$ cat src/rtl/db9_pkg.sv
// Shared types for the Mega Drive DB9 pad scanner: button bit positions,
// scan phase encoding and the published port word type.
package db9_pkg;

    localparam int DB9_PORTS = 2;

    // Bit positions inside the published 16-bit port word
    localparam int DB9_R     = 0;
    localparam int DB9_L     = 1;
    localparam int DB9_D     = 2;
    localparam int DB9_U     = 3;
    localparam int DB9_B     = 4;
    localparam int DB9_C     = 5;
    localparam int DB9_A     = 6;
    localparam int DB9_START = 7;
    localparam int DB9_MODE  = 8;
    localparam int DB9_X     = 9;
    localparam int DB9_Y     = 10;
    localparam int DB9_Z     = 11;

    typedef enum logic [3:0] {
        P0   = 4'd0,
        P1   = 4'd1,
        P2   = 4'd2,
        P3   = 4'd3,
        P4   = 4'd4,
        P5   = 4'd5,
        P6   = 4'd6,
        P7   = 4'd7,
        IDLE = 4'd8
    } phase_t;

    typedef logic [15:0] port_word_t;

    // Select is high on even phases and while idle, low on odd phases
    function automatic logic phase_mdsel(input phase_t ph);
        case (ph)
            P1, P3, P5, P7: return 1'b0;
            default:        return 1'b1;
        endcase
    endfunction

    function automatic phase_t phase_succ(input phase_t ph);
        case (ph)
            P0:      return P1;
            P1:      return P2;
            P2:      return P3;
            P3:      return P4;
            P4:      return P5;
            P5:      return P6;
            P6:      return P7;
            default: return IDLE;
        endcase
    endfunction

endpackage

$ cat src/rtl/db9_phase_timer.sv
// Scan sequencer: walks port 1 P0..P7, port 2 P0..P7, then idles until the
// frame counter wraps. Select and split lines come straight from registers.
module db9_phase_timer
    import db9_pkg::*;
#(
    parameter int PHASE_CYC = 192,
    parameter int FRAME_CYC = 96000
) (
    input  logic   clk_sys,
    input  logic   reset,
    output phase_t phase,
    output logic   port_idx,
    output logic   sample_stb,
    output logic   mdsel,
    output logic   split
);

    localparam int PW = (PHASE_CYC > 1) ? $clog2(PHASE_CYC) : 1;
    localparam int FW = (FRAME_CYC > 1) ? $clog2(FRAME_CYC) : 1;
    localparam logic [PW-1:0] PHASE_LAST = PW'(PHASE_CYC - 1);
    localparam logic [FW-1:0] FRAME_LAST = FW'(FRAME_CYC - 1);

    logic [FW-1:0] frame_cnt_reg, frame_cnt_next;
    logic [PW-1:0] phase_cnt_reg, phase_cnt_next;
    phase_t        phase_reg, phase_next;
    logic          port_reg, port_next;
    logic          mdsel_reg;
    logic          split_reg;
    logic          phase_end;

    always_ff @(posedge clk_sys) begin
        if (reset) begin
            frame_cnt_reg <= '0;
            phase_cnt_reg <= '0;
            phase_reg     <= P0;
            port_reg      <= 1'b0;
            mdsel_reg     <= 1'b1;
            split_reg     <= 1'b0;
        end else begin
            frame_cnt_reg <= frame_cnt_next;
            phase_cnt_reg <= phase_cnt_next;
            phase_reg     <= phase_next;
            port_reg      <= port_next;
            // Registered from next-state so the pad lines never see decode glitches
            mdsel_reg     <= phase_mdsel(phase_next);
            split_reg     <= port_next;
        end
    end

    always_comb begin
        frame_cnt_next = frame_cnt_reg + 1'b1;
        phase_cnt_next = phase_cnt_reg;
        phase_next     = phase_reg;
        port_next      = port_reg;
        phase_end      = (phase_reg != IDLE) && (phase_cnt_reg == PHASE_LAST);

        if (frame_cnt_reg == FRAME_LAST) begin
            frame_cnt_next = '0;
            phase_cnt_next = '0;
            phase_next     = P0;
            port_next      = 1'b0;
        end else if (phase_reg != IDLE) begin
            if (phase_end) begin
                phase_cnt_next = '0;
                if (phase_reg == P7) begin
                    if (port_reg) begin
                        phase_next = IDLE;
                    end else begin
                        phase_next = P0;
                        port_next  = 1'b1;
                    end
                end else begin
                    phase_next = phase_succ(phase_reg);
                end
            end else begin
                phase_cnt_next = phase_cnt_reg + 1'b1;
            end
        end
    end

    assign phase      = phase_reg;
    assign port_idx   = port_reg;
    assign sample_stb = phase_end;
    assign mdsel      = mdsel_reg;
    assign split      = split_reg;

endmodule

$ cat src/rtl/db9_md_pad_scanner.sv
// Two-port Mega Drive 3/6-button pad scanner on the shared DB9 lines.
// Optional DB9_DEBOUNCE_EN: publish a port only after two identical frames.
module db9_md_pad_scanner
    import db9_pkg::*;
#(
    parameter int PHASE_CYC = 192,
    parameter int FRAME_CYC = 96000
) (
    input  logic        clk_sys,
    input  logic        reset,
    input  logic [5:0]  joy_in,
    output logic        joy_mdsel,
    output logic        joy_split,
    output logic [15:0] joystick1,
    output logic [15:0] joystick2,
    output logic [1:0]  six_btn
);

    phase_t           phase;
    logic             port_idx;
    logic             sample_stb;
    logic [5:0]       joy_n;
    port_word_t       p0_word;
    logic             publish_reg;
    logic             publish_port_reg;
    logic [1:0][15:0] word_bus;
    logic [1:0]       six_bus;

    db9_phase_timer #(
        .PHASE_CYC (PHASE_CYC),
        .FRAME_CYC (FRAME_CYC)
    ) u_timer (
        .clk_sys    (clk_sys),
        .reset      (reset),
        .phase      (phase),
        .port_idx   (port_idx),
        .sample_stb (sample_stb),
        .mdsel      (joy_mdsel),
        .split      (joy_split)
    );

    assign joy_n = ~joy_in;

    // P0 starts a fresh shadow word; later phases only add bits to it
    always_comb begin
        p0_word        = '0;
        p0_word[DB9_U] = joy_n[0];
        p0_word[DB9_D] = joy_n[1];
        p0_word[DB9_L] = joy_n[2];
        p0_word[DB9_R] = joy_n[3];
        p0_word[DB9_B] = joy_n[4];
        p0_word[DB9_C] = joy_n[5];
    end

    // Publish one cycle after the P7 sample of the port just scanned
    always_ff @(posedge clk_sys) begin
        if (reset) begin
            publish_reg      <= 1'b0;
            publish_port_reg <= 1'b0;
        end else begin
            publish_reg      <= sample_stb && (phase == P7);
            publish_port_reg <= port_idx;
        end
    end

    generate
        for (genvar gi = 0; gi < DB9_PORTS; gi++) begin : g_port
            port_word_t shadow_reg;
            port_word_t word_reg;
            logic       six_reg;
            logic       six_pub_reg;
            logic       sample_here;
            logic       publish_here;

            assign sample_here  = sample_stb && (port_idx == 1'(gi));
            assign publish_here = publish_reg && (publish_port_reg == 1'(gi));

            always_ff @(posedge clk_sys) begin
                if (reset) begin
                    shadow_reg <= '0;
                    six_reg    <= 1'b0;
                end else if (sample_here) begin
                    case (phase)
                        P0: shadow_reg <= p0_word;
                        P1: begin
                            shadow_reg[DB9_A]     <= joy_n[4];
                            shadow_reg[DB9_START] <= joy_n[5];
                        end
                        P5: six_reg <= (joy_in[3:0] == 4'b0000);
                        P6: begin
                            // Without a 6-button ack the extra bits stay cleared from P0
                            if (six_reg) begin
                                shadow_reg[DB9_Z]    <= joy_n[0];
                                shadow_reg[DB9_Y]    <= joy_n[1];
                                shadow_reg[DB9_X]    <= joy_n[2];
                                shadow_reg[DB9_MODE] <= joy_n[3];
                            end
                        end
                        default: ;
                    endcase
                end
            end

`ifdef DB9_DEBOUNCE_EN
            port_word_t prev_reg;
            logic       prev_six_reg;

            always_ff @(posedge clk_sys) begin
                if (reset) begin
                    prev_reg     <= '0;
                    prev_six_reg <= 1'b0;
                    word_reg     <= '0;
                    six_pub_reg  <= 1'b0;
                end else if (publish_here) begin
                    prev_reg     <= shadow_reg;
                    prev_six_reg <= six_reg;
                    if ((shadow_reg == prev_reg) && (six_reg == prev_six_reg)) begin
                        word_reg    <= shadow_reg;
                        six_pub_reg <= six_reg;
                    end
                end
            end
`else
            always_ff @(posedge clk_sys) begin
                if (reset) begin
                    word_reg    <= '0;
                    six_pub_reg <= 1'b0;
                end else if (publish_here) begin
                    word_reg    <= shadow_reg;
                    six_pub_reg <= six_reg;
                end
            end
`endif

            assign word_bus[gi] = word_reg;
            assign six_bus[gi]  = six_pub_reg;
        end
    endgenerate

    assign joystick1 = word_bus[0];
    assign joystick2 = word_bus[1];
    assign six_btn   = six_bus;

endmodule

$ cat config.mk
export PLATFORM = sky130hd
export DESIGN_NAME = db9_md_pad_scanner
export DESIGN_NICKNAME = d
export VERILOG_FILES = /design/src/rtl/db9_pkg.sv /design/src/rtl/db9_phase_timer.sv /design/src/rtl/db9_md_pad_scanner.sv
export SDC_FILE = /design/constraint.sdc
export NUM_CORES = 1
export LEC_CHECK = 0
export ABC_AREA = 0
export ABC_CLOCK_PERIOD_IN_PS = 2500
export CAP_MARGIN = 20
export CELL_PAD_IN_SITES_DETAIL_PLACEMENT = 1
export CELL_PAD_IN_SITES_GLOBAL_PLACEMENT = 1
export CORE_MARGIN = 3
export CORE_UTILIZATION = 47
export CTS_BUF_LIST = sky130_fd_sc_hd__clkbuf_8 sky130_fd_sc_hd__clkbuf_16
export CTS_CLUSTER_SIZE = 40
export DETAILED_ROUTE_END_ITERATION = 8
export DONT_BUFFER_PORTS = 1
export PLACE_DENSITY_LB_ADDON = 0.1
export SYNTH_ARGS = -nofsm -noshare
export SYNTH_HDL_FRONTEND = slang
export SYNTH_HIERARCHICAL = 1
export SYNTH_SLANG_ARGS = --single-unit
$ cat constraint.sdc
create_clock -name clk_sys -period 2.5 [get_ports clk_sys]
set_clock_uncertainty 0.05 [all_clocks]
set_input_delay 0.5 -clock clk_sys [delete_from_list [all_inputs] [get_ports clk_sys]]
set_output_delay 0.5 -clock clk_sys [all_outputs]
set_load 0.01 [all_outputs]
==> metrics <==
dpl cell area 3660 um2; H-tree levels 3; sequential fraction of the synthesis area 47.2%; Syn. warnings 6; share of cells above drive strength 1 10.0%; TritonCTS clock tree done; Hold Crit Class input pin to register; Max Cap Violations 0; syn avg cell area 8.69 um2; top routing layer used met4; sequential group share of total power 58.8%; first-pass GRT wire length 13.8 mm; Fillers 881; maximum clock rate 0.422 GHz; design area 3870 um2; core footprint 7330 um2; #FFs+latches synth 85; crit-path max FO 6; maximum root-to-sink buffer count 2; Worst Setup Start Kind register; clock slew at reported path FFs 0.10 ns; worst setup path category register to register; DR WL met2 3.98 mm; sw frac 24.7%; Tightest Pin Transition 0.805 ns; Combinational Power Share 2.0%; DRT Pass-1 Iters 4; total I/O pin count 44; P_int 1.76 mW; Net Switching 576 uW; vias in the first global route 2,924; met3 WL 338 um; status completed; final worst path period share 94.8%; crit path capture type register; area grow syn2layout 7.39%; WP data required 2.70 ns; Worst slew margin 45.6%; Syn Inst Count 415; Commonest cells post-synth dfxtp_1 (85), nand2_1 (60), a21oi_1 (49); die area 8760 um2; port bufs 0; final setup violating endpoints 0; via/cell ratio 5.54; drt wl/cell 15.8 um; final net count 424; total CTS buffers 9; Sink Count 85; antenna diode instance count 0; largest net degree at the start of global routing 62; Crit. Startpoint u_timer/phase_cnt_reg[0]; Critical Path AT 2.57 ns; min Tclk post-route 2.37 ns; Critical Path End g_port[1].shadow_reg[0]; root buffer cell clkbuf_8; total power 2.33 mW; Starting Density 49.2%; hold path startpoint reset; Die Y 93.6 um; DPL Wire Length 5.54 mm; total track usage 19.6%; Clk network pwr share 39.2%; grt total ovfl 0; distinct cell type count after synthesis 50; peak supply drop 0.251 mV; Routed WL 8.17 mm; DR vias 2,870; max FFs per register 24; top cells by area, synth dfxtp_1 (47%), a21oi_1 (6.8%), nand2_1 (6.2%), nor2_1 (3.5%), buf_4 (2.9%); Leak 1.26 nW; row count 31; r2r endpoint g_port[1].shadow_reg[0]; routability cong. 0.773; count leader, synth dfxtp_1; reg2reg path depth 8; # hold bufs at CTS 0; Hold Vio Cnt, Final 0; top cell type's share of synthesized area 47.2%; Cells on Worst Hold Path 1; Post-synth EDFFs 0; Post-synth ARST share 0%; r2r startpoint u_timer/phase_cnt_reg[0]; R2R setup slack 0.13 ns; Final Slew Violations 0; top_reg_cell synth dfxtp_1; Routed Antenna Nets 0; Seq. cell area 1700 um2; initial antenna violation count 0; area of the multi-input gates 1660 um2; Cell Area, Synth 3610 um2; PD cells 602 nW/um2; clock latency on the worst-skew pair 0.35 ns; dominant cell type by area after synthesis dfxtp_1; Iteration-0 DRC Markers 96; drt drc 0; Die Width 93.6 um; met1 wire length 3.71 mm
-- timing repair --
item,CTS,global route
resized for setup,0,0
setup buffers,0,3
setup endpoints to repair,0,8
-- cell families (layout without fill, tap and decap cells) --
| logic type | count (synthesis) | after routing | share of synthesized area, % |
|---|---|---|---|
| buffers and inverters | 51 | 48 | 7.53 |
| multiplexers | 5 | 5 | 1.39 |
| other | 1 | 8 | 0.104 |
| AND/OR/NAND/NOR | 169 | 169 | 24.7 |
| adder cells (fa/ha/maj) | 2 | 2 | 0.694 |
| XOR/XNOR | 17 | 17 | 4.13 |
| flip-flops | 85 | 85 | 47.2 |
| AO/OA/AOI/OAI | 85 | 85 | 14.3 |
-- critical path, cell delays in order (launching register included) --
cell and delay [ns]:
dfxtp_1 0.41, ha_1 0.19, and3b_1 0.23, nand4_4 0.12, inv_2 0.07, or4b_1 0.64
nor3_4 0.30, buf_4 0.18, a211oi_1 0.07
-- worst min-delay path by stage --
stage / end / slack, ns
floorplan: joystick1[6] / 0.38
global placement: joystick2[3] / 0.39
detailed placement: joystick2[3] / 0.39
CTS: joystick1[9] / 0.13
global route: joystick1[1] / 0.12
finish: joystick1[1] / 0.15
-- power by group through the flow --
stage / Clock, mW / Combinational (mW) / Sequential [mW]
after floorplan: 0 / 0.0594 / 1.40
after global placement: 0 / 0.0461 / 1.40
after detailed placement: 0 / 0.0465 / 1.40
after CTS: 0.946 / 0.0470 / 1.37
after global routing: 1.01 / 0.0532 / 1.37
final: 0.913 / 0.0468 / 1.37
-- metal layers --
layer  vias to the layer above  global-route usage (%)
met3                        14                    4.26
met2                        39                    32.9
met4                         0                    8.90
met1                      1383                    24.0
met5                         -                       0
li1                       1434                       -
-- layout by cell type (no fill, tap or decap), types with 4 or more instances in the layout --
cell type / count
clkbuf_8: 9
dfxtp_1: 85
conb_1: 8
inv_1: 15
mux2i_1: 5
a211oi_1: 12
nor2_1: 34
o21ai_0: 6
xor2_1: 7
nor4_1: 5
o41ai_1: 8
nand3_1: 13
a21oi_1: 49
nor2b_1: 4
and3_1: 4
xnor2_1: 10
nand2_1: 60
nand4_1: 16
nor3_1: 6
buf_4: 14
-- layout make-up --
type	instances	share of cell area, %
Sequential cell	85	43.9
Multi-Input combinational cell	286	42.9
Timing Repair Buffer	16	3.75
Clock buffer	9	3.20
Tap cell	99	3.20
Inverter	16	1.55
Clock inverter	7	1.52
-- through the flow --
stage          std cells  setup slack, ns  utilization, %  TNS [ns]  hold slack (ns)
2_1_floorplan        422            0.250               -         0            0.378
3_3_place_gp         499            0.275            49.9         0            0.389
3_5_place_dp         499            0.151            49.9         0            0.391
4_1_cts              515            0.141            52.4         0            0.128
5_1_grt              518          -0.0158            52.8   -0.0191            0.118
6_report             518            0.130            52.8         0            0.150
(Power assumes the default switching activity.)
